===== src/rtl/fir_tap_sequencer.sv =====
// fir_tap_sequencer: time-multiplexed FIR controller sharing one
// rad4_odd_trunc multiplier across up to 16 taps, one tap per cycle.
// Optional feature macro: FIR_SAT_EN (saturate output to signed 32-bit).

// Approximate multiplier: the low five coefficient bits are ignored,
// then the Q1.10 product is scaled back with an arithmetic shift.
module rad4_odd_trunc (
  input  logic signed [31:0] x_i,
  input  logic signed [10:0] y_i,
  output logic signed [32:0] p_o
);
  logic signed [10:0] ym;
  logic signed [42:0] full;

  assign ym   = y_i & 11'sh7E0;
  assign full = 43'(x_i) * 43'(ym);
  assign p_o  = 33'(full >>> 10);
endmodule

module fir_tap_sequencer #(
  parameter int NTAPS = 4,
  parameter int ACC_W = 36
) (
  input  logic        clk,
  input  logic        rst,
  input  logic        s_valid,
  output logic        s_ready,
  input  logic [31:0] s_data,
  output logic        m_valid,
  input  logic        m_ready,
  output logic [31:0] m_data,
  input  logic        coef_we,
  input  logic [3:0]  coef_addr,
  input  logic [10:0] coef_wdata,
  output logic        busy
);
  typedef enum logic [1:0] {IDLE, MAC, DRAIN, OUT} state_e;

  localparam logic [3:0] LAST = 4'(NTAPS - 1);

  state_e state_q, state_d;

  // Storage is sized for the 16-tap maximum; entries at or above NTAPS are
  // never written (pointer wraps at NTAPS, writes are range-checked) and stay zero.
  logic [15:0][31:0]        delay_q;
  logic [15:0][10:0]        coef_q;
  logic [3:0]               wptr_q;
  logic [3:0]               rd_q;   // delay-line read index, registered so the mux select is a flop
  logic [3:0]               k_q;    // tap / coefficient index
  logic signed [32:0]       prod_q, prod_d;
  logic signed [ACC_W-1:0]  acc_q, acc_fin;
  logic [31:0]              m_data_q, res;
  logic                     coef_ok;

  assign coef_ok = (state_q == IDLE) && coef_we && ({1'b0, coef_addr} < 5'(NTAPS));
  assign acc_fin = acc_q + ACC_W'(prod_q);
  assign m_data  = m_data_q;

  rad4_odd_trunc u_mul (
    .x_i (delay_q[rd_q]),
    .y_i (coef_q[k_q]),
    .p_o (prod_d)
  );

  // State register
  always_ff @(posedge clk) begin
    if (rst) state_q <= IDLE;
    else     state_q <= state_d;
  end

  // Next-state and handshake outputs
  always_comb begin
    state_d = state_q;
    s_ready = 1'b0;
    m_valid = 1'b0;
    busy    = 1'b1;
    case (state_q)
      IDLE: begin
        s_ready = 1'b1;
        busy    = 1'b0;
        if (s_valid) state_d = MAC;
      end
      MAC:   if (k_q == LAST) state_d = DRAIN;
      DRAIN: state_d = OUT;
      OUT: begin
        m_valid = 1'b1;
        if (m_ready) state_d = IDLE;
      end
      default: state_d = IDLE;
    endcase
  end

  // Output formatting of the final accumulator value
`ifdef FIR_SAT_EN
  always_comb begin
    res = acc_fin[31:0];
    if (!(&acc_fin[ACC_W-1:31] || ~|acc_fin[ACC_W-1:31]))
      res = acc_fin[ACC_W-1] ? 32'h8000_0000 : 32'h7FFF_FFFF;
  end
`else
  assign res = acc_fin[31:0];
`endif

  // Datapath: coefficient bank, delay line, product pipeline and accumulator.
  // The accumulator lags the product register by one cycle, hence DRAIN.
  always_ff @(posedge clk) begin
    if (rst) begin
      delay_q  <= '0;
      coef_q   <= '0;
      wptr_q   <= '0;
      rd_q     <= '0;
      k_q      <= '0;
      prod_q   <= '0;
      acc_q    <= '0;
      m_data_q <= '0;
    end else begin
      if (coef_ok) coef_q[coef_addr] <= coef_wdata;
      case (state_q)
        IDLE: if (s_valid) begin
          delay_q[wptr_q] <= s_data;
          rd_q            <= wptr_q;
          k_q             <= '0;
          acc_q           <= '0;
          prod_q          <= '0;
        end
        MAC: begin
          prod_q <= prod_d;
          acc_q  <= acc_fin;
          k_q    <= k_q + 4'd1;
          rd_q   <= (rd_q == 4'd0) ? LAST : rd_q - 4'd1;
        end
        DRAIN: begin
          acc_q    <= acc_fin;
          m_data_q <= res;
          wptr_q   <= (wptr_q == LAST) ? 4'd0 : wptr_q + 4'd1;
        end
        default: ;
      endcase
    end
  end
endmodule


===== config.mk =====
export PLATFORM = sky130hd
export DESIGN_NAME = fir_tap_sequencer
export DESIGN_NICKNAME = d
export VERILOG_FILES = /design/src/rtl/fir_tap_sequencer.sv
export SDC_FILE = /design/constraint.sdc
export NUM_CORES = 2
export LEC_CHECK = 0
export CAP_MARGIN = 20
export CORE_AREA = 2 2 287 289
export CTS_CLUSTER_DIAMETER = 80
export DETAILED_ROUTE_END_ITERATION = 12
export DIE_AREA = 0 0 289 291
export GPL_ROUTABILITY_DRIVEN = 0
export PLACE_DENSITY = 0.66
export SLEW_MARGIN = 30
export SYNTH_ARGS = -nofsm -noshare
export SYNTH_HDL_FRONTEND = slang
export SYNTH_SLANG_ARGS = --single-unit
export TNS_END_PERCENT = 1

===== constraint.sdc =====
create_clock -name clk -period 8 [get_ports clk]
set_clock_uncertainty 0.05 [all_clocks]
set_input_delay 1.2 -clock clk [delete_from_list [all_inputs] [get_ports clk]]
set_output_delay 1.2 -clock clk [all_outputs]
set_load 0.005 [all_outputs]

==> After elaboration in Yosys (flattened, before gate mapping) <==
Cells that the tools add are included.
W data, S select, Z words.
{ "word_totals": {"ff_bits": 803, "in_bits": 52, "elab_cells": 99, "output_inout_bits": 35} }
{ "op_classes": {"n_addsub": 4, "n_mul": 1, "magnitude_cmp": 7, "n_reduce_logical": 13, "n_mux": 27, "eq_ne": 8} }
{ "ops": {"columns": ["op", "n"], "rows": [
  ["$bwmux W512", 1],
  ["$bwmux W176", 1],
  ["$bmux W32 S4", 1],
  ["$demux W32 S4", 1],
  ["$pmux W36 S2", 1],
  ["$pmux W33 S2", 1],
  ["$mux W32", 2],
  ["$bmux W11 S4", 1],
  ["$demux W11 S4", 1],
  ["$mul A32 B6 Y38", 1],
  ["$add A36 B33 Y36", 1],
  ["$mux W36", 1],
  ["$mux W33", 1],
  ["$mux W11", 2],
  ["$lt A4 B5 Y1 const B", 4],
  ["$mux W4", 4],
  ["$pmux W4 S2", 2],
  ["$add A4 B1 Y4 const B", 2],
  ["$eq A4 B2 Y1 const B", 2],
  ["$ge A4 B1 Y1 const B", 2],
  ["$pmux W2 S4", 1],
  ["$mux W2", 3],
  ["$ne A2 B2 Y1 const B", 3],
  ["$reduce_and A2 Y1", 3],
  ["other kinds (11)", 18]
]} }

==> Depth between registers and ports, before layout <==
{ "logic_depth": {"word_depth": 5, "ltp_mapped": 27, "depth_no_buf": 23} }

==> Modules after synthesis <==
A second synthesis with hierarchy kept.
{ "unflattened": {"hier_cells": 4382, "area_unflattened_um2": 39905.8} }
{ "by_module_without_submodules": {"columns": ["module", "n_inst", "cells_per_inst", "seq_area_each_um2", "area_per_inst_um2"], "rows": [
  ["fir_tap_sequencer", 1, 3688, 15975.3, 33647.3],
  ["rad4_odd_trunc", 1, 694, 0.0, 6258.5]
]} }

==> Worst setup path before layout <==
OpenSTA, ideal clock, no wires.
{ "synth_timing": {"path_kind": "register to register", "start": "reg rd_q[1]", "end": "reg prod_q[29]", "required_ns": 7.833, "path_slack_ns": 0.436, "setup_time_ns": 0.117, "stages_incl_launch_ff": 26, "t_arrival_ns": 7.397, "period_less_slack_ns": 7.564, "path_cell_list": "dfxtp_1 buf_2 buf_1 clkbuf_1 clkbuf_1 mux4_2 mux4_2 and2_1 fa_1 ha_1 fa_1 ha_1 or4bb_1 o22ai_1 nor3b_1 fa_1 a21oi_1 o21ai_0 a21oi_1 o32a_1 o31ai_1 a221o_1 o41a_1 a41oi_1 xnor2_1 a22o_1"} }
{ "synth_between": {"elab_chain_cells": 4} }
{ "synth_lines": {"columns": ["item", "line", "source"], "rows": [
  ["start, declared", "48", "logic [3:0] rd_q;"],
  ["start signal, assigned", "121", "rd_q <= wptr_q;"],
  ["start signal, assigned", "130", "rd_q <= (rd_q == 4'd0) ? LAST : rd_q - 4'd1;"],
  ["$bmux W32 S4", "60", ".x_i (delay_q[rd_q]),"],
  ["$mux W32 (not written as such)", "60", null],
  ["$mul A32 B6 Y38", "16", "assign full = 43'(x_i) * 43'(ym);"],
  ["$pmux W33 S2", "118", "case (state_q)"],
  ["end signal, assigned", "127", "prod_q <= prod_d;"],
  ["end, declared", "50", "logic signed [32:0] prod_q, prod_d;"]
]} }
No other way between the ends. The select of a mux whose other input is x is not followed.
A chain may end at the register's enable or synchronous reset.

==> Final worst setup path <==
{ "layout_timing": {"start": "reg rd_q[1]", "end": "reg prod_q[31]"} }
The elaborated chain is that of the path after synthesis.

==> results_dict.tcl <==
set metrics [dict create \
    status "finished clean" \
    rsz0062_at_grt "false" \
    globalRouteTotalUtil_pct 23.4 \
    drt_iter0_drc 2772 \
    required_ns 8.47 \
    reg2reg_depth 24 \
    clock.fmax_mhz 133 \
    fin_util_pct 50.0 \
    portBuffers 81 \
    drt_first_pass_iters 7 \
    synth_top_area_share_pct 39.6 \
    hp-class "reg2reg" \
    drive_gt1_share_pct 10.7 \
    ys_top_cells_by_count "nand2_1, dfxtp_1, a21oi_1" \
    r2r-start "rd_q[1]" \
    yosys.area.top_type "dfxtp_1" \
    start_kind "flop" \
    crit_arrival_ns 7.99 \
    final.setup.tns_ns 0 \
    irDropWorstVdd_v 0.000165 \
    path_max_fanout 22 \
    synth_fp_nets 4304 \
    cts_buffers 79 \
    std_cell_rows 105 \
    maxSlewHeadroom_pct 24.7 \
    wl_per_cell_microns 19.5 \
    die_w_microns 289 \
    grt_pass1_wl_mm 155 \
    clkTransAtPathRegs_ns 0.06 \
    tightestPinTransition_ns 1.13 \
    cts-htree-levels 3 \
    ff2ff_setup_slack_ns 0.48 \
    fp.dieH_microns 291 \
    drv_cap 0 \
    post_cts_resized 0 \
    dpl_worst_slack_ns 0.565 \
    root_buffer "clkbuf_16" \
    antenna_found_initial 6 \
    start_util_pct 44.7 \
    crit_chain "buf_4 > mux4_2 > mux4_2 > nor2b_1 > fa_1 > ha_1 > fa_1 > ha_1 > or4bb_1 > o22ai_1 > nor3b_1 > buf_4 > fa_1 > a21oi_1 > o21ai_0 > a21oi_1 > o32a_1 > o31ai_1 > buf_4 > a221o_1 > o41a_1 > a221oi_1 > xnor2_1 > a22o_1" \
    fin_crit_ns 7.52 \
    ys_warn_count 0 \
    crit_path_max_incr_delay_ns 0.63 \
    fp.dieArea_sq_um 84100 \
    fin_area_sq_um 40600 \
    clock_path_buffers 3 \
    vias 28200 \
    cp_slowest_cell "dfxtp_4" \
    finalCritPeriodShare_pct 94.0 \
    synth_area_sq_um 36300 \
    fill_cells 7509 \
    postRouteAntennaNets 0 \
    hold_viol_final 0 \
    seq_area_frac_synth_pct 39.6 \
    final_nets 4210 \
    whs_path_depth 2 \
    routed_wl_mm 98.7 \
    core_area_sq_um 81200 \
    hold_start "delay_q[264]" \
    setup_ws_ns 0.478 \
    grt_pass1_vias 27300 \
    ys_types 68 \
    synth-main-ff-cell "dfxtp_1" \
    cp-end-kind "flop" \
    synth-edff-count 0 \
    synth_area_leaders "dfxtp_1, mux4_2, nand2_1, a21oi_1, fa_1" \
    async_reset_ff_share_pct 0 \
    grt-ovfl-total 0 \
    clock-sinks 718 \
    syn_avg_cell_area_sq_um 9.03 \
    dpl.hpwl_mm 61.1 \
    finalSetupViolCount 0 \
    drcViolationCount 0 \
    timing.rr.end "prod_q[31]" \
    hold_path_end "delay_q[264]" \
    whs_ns 0.401 \
    placed_cell_area_sq_um 38000 \
    ys_seq_elements 718 \
    clk_latency_ns 0.66 \
    ios 87 \
    p_leak_uw 0.0151 \
    area_growth_pct 11.9 \
    postCtsHoldBufs 0 \
    finalMaxSlewViolations 0 \
    cts_setup_buffers 0 \
    yosysMostFrequentCell "nand2_1" \
    cts_tree "yes" \
    powerDensity_nw_per_um2 224 \
    grt_max_degree 197 \
    critPathKind "reg2reg" \
    via_per_inst 5.58 \
    synthCells 4016 \
]
-- worst max path at each step --
stage / slack [ns] / cells after the start / startpoint / endpoint
2_1_floorplan: 0.44 / 25 / rd_q[1] / prod_q[29]
3_3_place_gp: 0.59 / 24 / rd_q[1] / prod_q[31]
3_5_place_dp: 0.56 / 24 / rd_q[1] / prod_q[31]
4_1_cts: 0.51 / 24 / rd_q[1] / prod_q[31]
5_1_grt: 0.18 / 24 / rd_q[1] / prod_q[21]
6_report: 0.48 / 24 / rd_q[1] / prod_q[31]
-- cell families after synthesis --
family                     after synthesis  synth area share (%)
and+or+nand+nor                       1595                  18.7
xor gates and xnor gates                63                  1.52
adders and majority gates              236                  10.8
muxes                                  244                  13.2
buffers and inverters                  391                  4.11
DFF                                    718                  39.6
AOI/OAI and AO/OA                      769                  12.0
-- state kept, by name, indices dropped and copies added, names as in the netlist --
name,count
state_q,2
delay_q,512
coef_q,96
k_q,4
wptr_q,4
prod_q,32
acc_q,32
m_data,32
rd_q,4
-- report_power, final --
part / switching, uW / internal, uW / leakage (uW)
Clock: 1540 / 2080 / 0.00126
Sequential: 112 / 3660 / 0.00579
Combinational: 1090 / 620 / 0.00808
Total: 2740 / 6360 / 0.0151
-- final cells by class --
cell class	count	area (sq um)	share of cell area, %
multi-input combinational	2907	20600	50.7
sequential	718	14400	35.4
clock buffer	112	2250	5.55
timing repair buffer	153	1450	3.57
tap	1070	1340	3.30
clock inverter	27	327	0.804
inverter	63	236	0.582
antenna	3	7.51	0.0185
-- cells in the final DEF, fill, tap and decap left out, types with 56 or more instances in the layout --
master / netlist / routed
mux4_2: 180 / 180
ha_1: 107 / 106
clkbuf_16: 0 / 80
a21oi_1: 569 / 568
inv_1: 62 / 62
nand2_1: 1079 / 1079
clkdlybuf4s50_1: 0 / 80
buf_4: 1 / 61
fa_1: 129 / 129
and2_1: 88 / 88
nor2b_1: 113 / 111
nor2_1: 180 / 168
dfxtp_1: 718 / 714
mux2i_1: 56 / 56
-- stage by stage --
step / instances / power [uW]
floorplan: 4016 / 4970
global placement: 4908 / 5540
detailed placement: 4911 / 5550
CTS: 5050 / 9160
global route: 5052 / 9440
finish: 5053 / 9100
-- worst max-delay path, delay by kind of cell (launching register included) --
family	cells	cell delay, ns
AO/OA/AOI/OAI	10	2.39
adder cells (fa/ha/maj)	5	2.02
multiplexers	2	0.96
buffers and inverters	3	0.68
flip-flops	1	0.63
AND/OR/NAND/NOR	3	0.54
XOR/XNOR	1	0.12
-- layer usage --
metal	GRT usage [%]	vias up	part of all wire [%]
li1	-	13400	-
met1	31.8	13600	43
met2	37.7	927	47
met3	3.72	230	7.0
met4	8.47	4	3.3
met5	0	-	0.022
Power figures use the tool's default switching activity.
